<file path="src/rtl/sh2_ld_pkg.sv">
// Shared types and helpers for the SH2 load-return writeback stage.
//   ld_size_t  : access size of a pending load
//   ld_entry_t : one pending-load record (destination, size, address low bits)
//   ld_align   : big-endian lane select plus sign extension to 32 bits
package sh2_ld_pkg;

    localparam int unsigned PR_IDX   = 16;
    localparam int unsigned NUM_REGS = 17;  // R0-R15 plus PR

    typedef enum logic [1:0] {
        LD_B = 2'b00,
        LD_W = 2'b01,
        LD_L = 2'b10
    } ld_size_t;

    typedef struct packed {
        logic [4:0] rn;
        ld_size_t   size;
        logic [1:0] alo;
    } ld_entry_t;

    // Encoding 2'b11 is reserved and behaves as a long access.
    function automatic ld_size_t to_ld_size(input logic [1:0] raw);
        unique case (raw)
            2'b00:   return LD_B;
            2'b01:   return LD_W;
            default: return LD_L;
        endcase
    endfunction

    function automatic logic [31:0] ld_align(input logic [31:0] data,
                                             input ld_size_t    size,
                                             input logic [1:0]  alo);
        logic [7:0]  b;
        logic [15:0] h;
        unique case (alo)
            2'd0:    b = data[31:24];
            2'd1:    b = data[23:16];
            2'd2:    b = data[15:8];
            default: b = data[7:0];
        endcase
        // Word accesses ignore alo[0].
        h = alo[1] ? data[15:0] : data[31:16];
        unique case (size)
            LD_B:    return {{24{b[7]}}, b};
            LD_W:    return {{16{h[15]}}, h};
            default: return data;
        endcase
    endfunction

endpackage

</file>
<file path="src/rtl/sh2_ld_queue.sv">
// In-order pending-load FIFO for the SH2 load writeback stage.
// Ports:
//   clk, rst_n      : clock, synchronous active-low reset (clears pointers/count)
//   push, push_entry: append an entry (caller guarantees not full)
//   pop, head       : remove / observe the oldest entry (caller guarantees not empty)
//   full, empty     : occupancy flags
//   count           : number of valid entries, 0..DEPTH
//   match           : bit r set when any valid entry targets register r
module sh2_ld_queue
    import sh2_ld_pkg::*;
#(
    parameter int unsigned DEPTH = 2
) (
    input  logic                       clk,
    input  logic                       rst_n,
    input  logic                       push,
    input  ld_entry_t                  push_entry,
    input  logic                       pop,
    output ld_entry_t                  head,
    output logic                       full,
    output logic                       empty,
    output logic [$clog2(DEPTH):0]     count,
    output logic [NUM_REGS-1:0]        match
);

    localparam int unsigned PW = $clog2(DEPTH);
    localparam int unsigned CW = PW + 1;

    ld_entry_t         mem_q [DEPTH];
    logic [PW-1:0]     wr_ptr_q;
    logic [PW-1:0]     rd_ptr_q;
    logic [CW-1:0]     count_q;

    always_ff @(posedge clk) begin
        if (!rst_n) begin
            wr_ptr_q <= '0;
            rd_ptr_q <= '0;
            count_q  <= '0;
        end else begin
            if (push) begin
                mem_q[wr_ptr_q] <= push_entry;
                wr_ptr_q        <= wr_ptr_q + PW'(1);
            end
            if (pop) begin
                rd_ptr_q <= rd_ptr_q + PW'(1);
            end
            if (push && !pop) begin
                count_q <= count_q + CW'(1);
            end else if (pop && !push) begin
                count_q <= count_q - CW'(1);
            end
        end
    end

    assign head  = mem_q[rd_ptr_q];
    assign full  = (count_q == CW'(DEPTH));
    assign empty = (count_q == '0);
    assign count = count_q;

    // A slot is live when its distance from the read pointer is below count.
    always_comb begin
        logic [PW-1:0] off;
        match = '0;
        off   = '0;
        for (int unsigned i = 0; i < DEPTH; i++) begin
            off = PW'(i) - rd_ptr_q;
            if (({1'b0, off} < count_q) && (mem_q[i].rn <= 5'(PR_IDX))) begin
                match[mem_q[i].rn] = 1'b1;
            end
        end
    end

endmodule

</file>
<file path="src/rtl/sh2_load_wb.sv">
// SH2 load-return writeback stage, feeding register-file write port B.
// Ports:
//   clk, rst_n          : clock, synchronous active-low reset
//   ce, en              : pipeline clock-enable, global enable (en=0 freezes all state)
//   ld_issue/rn/size/alo: load issued by decode (accepted on ce&en when not full)
//   bus_rdy, bus_di     : read data return, big-endian lanes
//   chk_a_*, chk_b_*    : decode source registers to test against pending loads
//   stall               : hazard with a pending load, or issue while full
//   ld_full             : pending queue holds DEPTH loads
//   wb_addr, wb_d, wbe  : register-file port B, held until consumed on ce&en
//   err                 : sticky [0] issue while full, [1] overrun / return with empty queue
module sh2_load_wb
    import sh2_ld_pkg::*;
#(
    parameter int unsigned DEPTH = 2
) (
    input  logic        clk,
    input  logic        rst_n,
    input  logic        ce,
    input  logic        en,
    input  logic        ld_issue,
    input  logic [4:0]  ld_rn,
    input  logic [1:0]  ld_size,
    input  logic [1:0]  ld_alo,
    input  logic        bus_rdy,
    input  logic [31:0] bus_di,
    input  logic [4:0]  chk_a_addr,
    input  logic        chk_a_v,
    input  logic [4:0]  chk_b_addr,
    input  logic        chk_b_v,
    output logic        stall,
    output logic        ld_full,
    output logic [4:0]  wb_addr,
    output logic [31:0] wb_d,
    output logic        wbe,
    output logic [1:0]  err
);

    localparam int unsigned CW = $clog2(DEPTH) + 1;

    ld_entry_t           push_entry;
    ld_entry_t           head;
    logic                q_full;
    logic                q_empty;
    logic [CW-1:0]       q_count;
    logic [NUM_REGS-1:0] match;

    logic                push;
    logic                pop;
    logic                consume;

    logic [NUM_REGS-1:0] busy_q, busy_d;
    logic [4:0]          wb_addr_q, wb_addr_d;
    logic [31:0]         wb_d_q, wb_d_d;
    logic                wbe_q, wbe_d;
    logic [1:0]          err_q, err_d;

    assign push    = ce & en & ld_issue & ~q_full;
    assign pop     = en & bus_rdy & ~q_empty;
    assign consume = ce & wbe_q;

    assign push_entry = '{rn: ld_rn, size: to_ld_size(ld_size), alo: ld_alo};

    sh2_ld_queue #(
        .DEPTH (DEPTH)
    ) u_queue (
        .clk        (clk),
        .rst_n      (rst_n),
        .push       (push),
        .push_entry (push_entry),
        .pop        (pop),
        .head       (head),
        .full       (q_full),
        .empty      (q_empty),
        .count      (q_count),
        .match      (match)
    );

    always_comb begin
        // On consumption every busy bit is rebuilt from the queue contents; this also
        // releases any register whose writeback was overwritten while ce was low.
        // The queue still holds the head being popped, so it stays busy in wb_*.
        busy_d = consume ? match : busy_q;
        // Issue sets after the clear so a same-cycle issue to the consumed register wins.
        if (push) begin
            busy_d = busy_d | NUM_REGS'(32'd1 << ld_rn);
        end

        wb_addr_d = wb_addr_q;
        wb_d_d    = wb_d_q;
        wbe_d     = wbe_q;
        if (pop) begin
            wb_addr_d = head.rn;
            wb_d_d    = ld_align(bus_di, head.size, head.alo);
            wbe_d     = 1'b1;
        end else if (consume) begin
            wbe_d = 1'b0;
        end

        err_d = err_q;
        if (ce && ld_issue && q_full) begin
            err_d[0] = 1'b1;
        end
        if (bus_rdy && (q_empty || (wbe_q && !ce))) begin
            err_d[1] = 1'b1;
        end
    end

    always_ff @(posedge clk) begin
        if (!rst_n) begin
            busy_q    <= '0;
            wb_addr_q <= '0;
            wb_d_q    <= '0;
            wbe_q     <= 1'b0;
            err_q     <= '0;
        end else if (en) begin
            busy_q    <= busy_d;
            wb_addr_q <= wb_addr_d;
            wb_d_q    <= wb_d_d;
            wbe_q     <= wbe_d;
            err_q     <= err_d;
        end
    end

    // Widened so out-of-range check addresses read as not busy.
    logic [31:0] busy_ext;
    assign busy_ext = {15'd0, busy_q};

    assign stall   = (chk_a_v & busy_ext[chk_a_addr]) |
                     (chk_b_v & busy_ext[chk_b_addr]) |
                     (ld_issue & ld_full);
    assign ld_full = (q_count == CW'(DEPTH));
    assign wb_addr = wb_addr_q;
    assign wb_d    = wb_d_q;
    assign wbe     = wbe_q;
    assign err     = err_q;

endmodule

</file>
<file path="config.mk">
export PLATFORM = sky130hd
export DESIGN_NAME = sh2_load_wb
export DESIGN_NICKNAME = d
export VERILOG_FILES = /design/src/rtl/sh2_ld_pkg.sv /design/src/rtl/sh2_ld_queue.sv /design/src/rtl/sh2_load_wb.sv
export SDC_FILE = /design/constraint.sdc
export NUM_CORES = 1
export LEC_CHECK = 0
export BUFFER_PORTS_ARGS = -buffer_cell sky130_fd_sc_hd__buf_2
export CAP_MARGIN = 10
export CORE_MARGIN = 3
export CORE_UTILIZATION = 54
export CTS_CLUSTER_DIAMETER = 60
export DETAILED_ROUTE_END_ITERATION = 8
export PLACE_DENSITY_LB_ADDON = 0.2
export SYNTH_ARGS = -nofsm -noshare
export SYNTH_HDL_FRONTEND = slang
export SYNTH_SLANG_ARGS = --single-unit
</file>
<file path="constraint.sdc">
create_clock -name clk -period 2.88 [get_ports clk]
set_clock_uncertainty 0.15 [all_clocks]
set_input_delay 0.288 -clock clk [delete_from_list [all_inputs] [get_ports clk]]
set_output_delay 0.288 -clock clk [all_outputs]
set_load 0.02 [all_outputs]
</file>
# Yosys cells after proc, flatten, opt, wreduce, memory -nomap -nowiden
# Memory sizes are Yosys's and may differ from the RTL's. A register that Yosys moved wholly into a read port is not among the register bits.
# Cells that the tools add are included.
[totals]
in_bits = 59
wordCells = 96
ramBits = 18
register_bits = 61
n_memories = 1
[mem_list]
columns = ["memory", "depth", "width", "rd", "rd_ports_with_merged_regs", "wr", "line_no", "source"]
rows = [
  ["u_queue.mem_q", 2, 9, 3, 1, 1, "sh2_ld_queue.sv:29", "ld_entry_t mem_q [DEPTH];"],
]
[op_classes]
bitwise = 15
muxes = 25
n_reduce_logical = 24
addsub = 6
eq_ne = 5
n_lt_le_gt_ge = 10
shift = 1
[op_table]
columns = ["operator", "n"]
rows = [
  ["17-bit two-way mux", 4],
  ["32-bit case mux with 2 select lines", 1],
  ["17-bit bitwise OR", 2],
  ["5-bit by 6-bit < comparator with 1-bit output, second input constant", 4],
  ["8-bit case mux with 3 select lines", 1],
  ["1-bit by 5-bit left shift with 17-bit output, first input constant", 1],
  ["16-bit two-way mux", 1],
  ["1-bit two-way mux", 11],
  ["1-bit binary-select mux with 5-bit select", 2],
  ["1-bit demux with 5-bit select", 2],
  ["5-bit by 1-bit greater-or-equal comparator with 1-bit output, second input constant", 2],
  ["5-bit less-or-equal comparator, second input constant", 2],
  ["1-bit logical AND", 10],
  ["1-bit AND", 9],
  ["2-bit logical NOT", 4],
  ["2-bit AND reduction", 4],
  ["2-bit by 1-bit equality test with 1-bit output, second input constant", 3],
  ["2-bit equality test, second input constant", 2],
  ["1-bit by 2-bit < comparator with 1-bit output", 2],
  ["2-bit two-way mux", 2],
  ["2-bit case mux with 2 select lines", 1],
  ["2-bit nonzero test", 2],
  ["1-bit logical NOT", 3],
  ["1-bit adder, second input constant", 2],
  ["other kinds (6)", 9],
]

# Logic depth before layout (Yosys ltp)
# An unclocked memory read counts as a cell.
[depth]
depth_word = 11
depth_mapped = 8
ltp_nobuf = 6

# By module
# A second synthesis with hierarchy kept.
[unflattened]
hier_cells = 460
area_unflattened_um2 = 4272.8
[modules_own_cells]
columns = ["mod", "cells_per_inst", "area_each_um2", "instances"]
rows = [
  ["sh2_load_wb", 360, 3093.0, 1],
  ["sh2_ld_queue", 100, 1179.9, 1],
]

# Worst setup path before layout
# OpenSTA, ideal clock, no wires.
[synth_path]
path_type = "reg-to-reg"
startpoint = "register u_queue.count_q[1] (netlist: u_queue.count[1])"
endpoint = "memory u_queue.mem_q[0][0] in the netlist's numbering, enable pin"
stages_incl_launch_ff = 5
slack_ps = 538
arrival_time_ps = 1793
synth_period_minus_slack_ps = 2342
path_buffers = 2
required_time_ps = 2331
path_cell_list = "dfxtp_1 -> buf_2 -> nor2b_1 -> clkbuf_1 -> nor4_1"
[synth_between]
elab_chain_len = 6
[synth_rtl]
columns = ["item", "line_no", "source"]
rows = [
  ["from (decl)", "sh2_ld_queue.sv:32", "logic [CW-1:0] count_q;"],
  ["from (signal assigned)", "sh2_ld_queue.sv:48", "count_q <= count_q + CW'(1);"],
  ["from (signal assigned)", "sh2_ld_queue.sv:50", "count_q <= count_q - CW'(1);"],
  ["2-bit equality test", "--", ""],
  ["via ld_full", "sh2_load_wb.sv:32", "output logic ld_full,"],
  ["1-bit NOT", "sh2_load_wb.sv:58", "assign push = ce & en & ld_issue & ~q_full;"],
  ["1-bit AND", "sh2_load_wb.sv:58", ""],
  ["1-bit two-way mux", "sh2_ld_queue.sv:40", "if (push) begin"],
  ["1-bit two-way mux", "sh2_ld_queue.sv:35", "if (!rst_n) begin"],
  ["1-bit two-way mux (implied by the code)", "sh2_ld_queue.sv:41", "mem_q[wr_ptr_q] <= push_entry;"],
  ["to (decl)", "sh2_ld_queue.sv:29", ""],
]
# The timed path passes the listed nets, and every way through them passes these cells.

# Worst setup path after layout
[layout_path]
startpoint = "register busy_q[13]"
endpoint = "output port stall"
[layout_between]
elab_chain_len = 5
word_cells_on_any_way = 8
classes_between = "mux: 4; bitwise: 4"
[layout_rtl]
columns = ["item", "line_no", "source"]
rows = [
  ["from (decl)", "sh2_load_wb.sv:52", "logic [NUM_REGS-1:0] busy_q, busy_d;"],
  ["from (signal assigned)", "sh2_load_wb.sv:117", "busy_q <= busy_d;"],
  ["1-bit binary-select mux with 5-bit select (on tied branches)", "sh2_load_wb.sv:129, sh2_load_wb.sv:130", ""],
  ["1-bit two-way mux (on tied branches)", "sh2_load_wb.sv:129, sh2_load_wb.sv:130", ""],
  ["1-bit AND (on tied branches)", "sh2_load_wb.sv:129, sh2_load_wb.sv:130", ""],
  ["1-bit bitwise OR *", "sh2_load_wb.sv:129", "assign stall = (chk_a_v & busy_ext[chk_a_addr]) |"],
  ["1-bit bitwise OR *", "sh2_load_wb.sv:130", "(chk_b_v & busy_ext[chk_b_addr]) |"],
  ["to (decl)", "sh2_load_wb.sv:31", "output logic stall,"],
]
# Every way passes the cells marked *; elsewhere a longest branch is shown, timed or not. The select of a mux whose other input is x is not followed.

==> flow_summary_export.csv <==
group,metric,value,unit
flow_run,maxCapViolCount,0,
grt,grt_max_degree,52,
clock_network,clkSlewWorstSetupHoldPaths,80,ps
grt,grt.overflow.total,0,
yosys,synth_enable_flop_cells,18,
timing,hold_ws,39.41,ps
yosys,dominantRegCellSynth,"dfxtp_1",
yosys,synth-seq-cells,80,
placement,dp_hpwl,8.455,mm
setup_path,cp-start-kind,"register",
finish,final_area,4912,sq um
yosys,yosys.area.top_type,"dfxtp_1",
setup_path,arrival,2130,ps
routing,first_pass_iters,5,
routing,wl,11.60,mm
clock_network,h-tree-depth,3,
pwr,ir_worst_vdd,0.3735,mV
timing,worst_slew_pin_slew,620.8,ps
timing,fin_crit,2565,ps
yosys,synth.yosys.seq_area_share,43.20,%
status,status,"complete, no violations",
finish,layout_common_cells,"buf_2, dfxtp_1, nand2_1, o21ai_0, a21oi_1",
setup_path,critPathSlowestCell,"or4_1",
yosys,post_synth_inst_count,438,
timing,rsz0062_at_grt,"no",
clock_network,clk_latency,360,ps
floorplanning,initial_core_util,56.26,%
yosys,synth_area_leaders,"dfxtp_1, edfxtp_1, a21oi_1, o21ai_0, nand2_1",
clock_network,cts.sink_count,80,
setup_path,path_max_fanout,3,
yosys,async_reset_ff_share,0,%
finish,finalNonFillerCells,637,
routing,route.detailed.drc,0,
placement,place_congestion,0.9610,
setup_path,path_class,"register to output pin",
routing,met1_length,5.115,mm
finish,area.growth.synth_to_final,19.11,%
timing,drv_slew,0,
finish,final_common_cell,"buf_2",
pwr,totalPowerFinal,2.472,mW
timing,min_period_over_period,89.06,%
routing,wl_per_cell,18.21,um
grt,grt_pass1_wl,17.99,mm
finish,final_util,67.01,%
grt,first_global_vias,3555,
setup_path,cp-startpoint,"busy_q[13]",
routing,num_vias,3944,
floorplanning,rows,31,
timing,fmax,389.9,MHz
worst_hold_path,hold_class,"input pin to register",
placement,place_ws,506.2,ps
floorplanning,ioPinCount,101,
grt,antenna_found_initial,0,
timing,finalHoldViolations,0,
timing,tns,0,ps
setup_path,max_stage_delay,530,ps
pwr,p_per_area,503.2,nW/um^2
routing,vias_per_cell,6.192,
clock_network,cts.path.max_buffers,2,
pwr,p_leak,1.938,nW
yosys,syn-num-nets,498,
placement,portBuffers,100,
grt,track_usage,26.35,%
timing,setup_violations,0,
worst_hold_path,hp-start,"ld_rn[3]",
floorplanning,die_w,93.39,um
routing,wl_met3,897,um
floorplanning,dieArea,8722,sq um
yosys,yosysWarnings,0,
timing,max_slew_margin,58.53,%
finish,num_antenna_cells,0,
routing,detail_route.iter0.violations,357,
routing,ant_nets,0,
yosys,yosys.area.top_type_share,30.10,%
routing,top_layer,"met4",
setup_path,setup.worst_path.end_class,"output pin",
yosys,ys_types,62,
finish,layout-drive-gt1-share,28.81,%
placement,placed_cells,618,
routing,wl_met2,5.322,mm
clock_network,cts_buffers,9,
yosys,syn_area,4124,sq um
timing,fin_ws,315.1,ps
clock_network,cts_tree,"yes",
placement,place_area,4683,sq um
floorplanning,core_area,7331,sq um
clock_network,post_cts_buffers,0,
setup_path,crit_chain,"mux4_1 -> mux2i_1 -> nor4bb_1 -> or4_1 -> buf_2",
clock_network,cts_root_buffer,"clkbuf_8",
floorplanning,die_y,93.39,um
yosys,syn_area_per_cell,9.415,sq um
finish,fin_nets,593,
setup_path,crit_required,2440,ps
[power breakdown]
part / leakage (nW) / internal, mW / switching (mW)
Combinational: 1.17 / 0.163 / 0.265
Sequential: 0.665 / 1.20 / 0.0384
Clock: 0.102 / 0.376 / 0.431
Total: 1.94 / 1.74 / 0.734
[per-layer routing]
metal | vias to the layer above | track usage [%]
met2 | 185 | 37.40
met1 | 1883 | 38.86
li1 | 1853 | -
met5 | - | 0
met3 | 23 | 4.827
met4 | 0 | 11.84
[worst paths after layout]
path | slack (ps) | cells after the start | end
worst max-delay path | 320 | 5 | stall
worst min-delay path | 40 | 1 | u_queue.mem_q[0][7]
worst max register to register | 610 | 6 | wb_d[23]
worst min register to register | 310 | 1 | err[0]
[cell usage after synthesis, types with 3 or more instances]
cell	instances
dfxtp_1	62
nand2_1	50
a21oi_1	49
o21ai_0	49
nor2_1	21
edfxtp_1	18
clkbuf_1	17
o221ai_1	16
mux2i_1	12
a21oi_2	11
nand3_1	8
a221oi_1	7
a22oi_1	7
a211oi_1	5
buf_2	5
inv_1	5
mux4_1	5
nand2b_1	5
nand3b_1	5
nor3b_1	5
buf_6	4
nand4_1	4
nor2b_1	4
nor4b_1	4
or2_2	4
or3_1	4
or4b_1	4
o21a_1	3
[critical path, delay by kind of cell (launching register included)]
family,cells,cell delay [ps]
simple gates,2,600
buf+inv,1,180
mux,2,660
flops,1,330
[registers in the layout (all words and copies together), names as in the netlist, 2 cells and up, named ones only]
name	cells
busy_q	17
err	2
wb_addr	5
u_queue.count	2
u_queue.mem_q	18
wb_d	32
[cell type report]
type,instances,area (sq um)
Fill cell,608,2419
Multi-Input combinational cell,324,2175
Sequential cell,80,1782
Timing Repair Buffer,112,610.6
Clock buffer,10,148.9
Tap cell,99,123.9
Clock inverter,6,50.05
Inverter,6,22.52
[cell families (layout without fill, tap and decap cells)]
group,Yosys count,count (layout),share of synthesized area (%)
compound gates,162,162,25.82
simple gates,135,135,17.60
flops,80,80,43.20
buf+inv,34,134,4.065
mux,22,22,8.161
xor+xnor,4,4,0.8497
fa+ha+maj,1,1,0.3033
[repair_timing]
action / in CTS / in global routing
endpoints found under the hold margin: 6 / 0
gates resized for setup: 0 / 0
hold buffers: 3 / 0
Power figures use the tool's default switching activity.
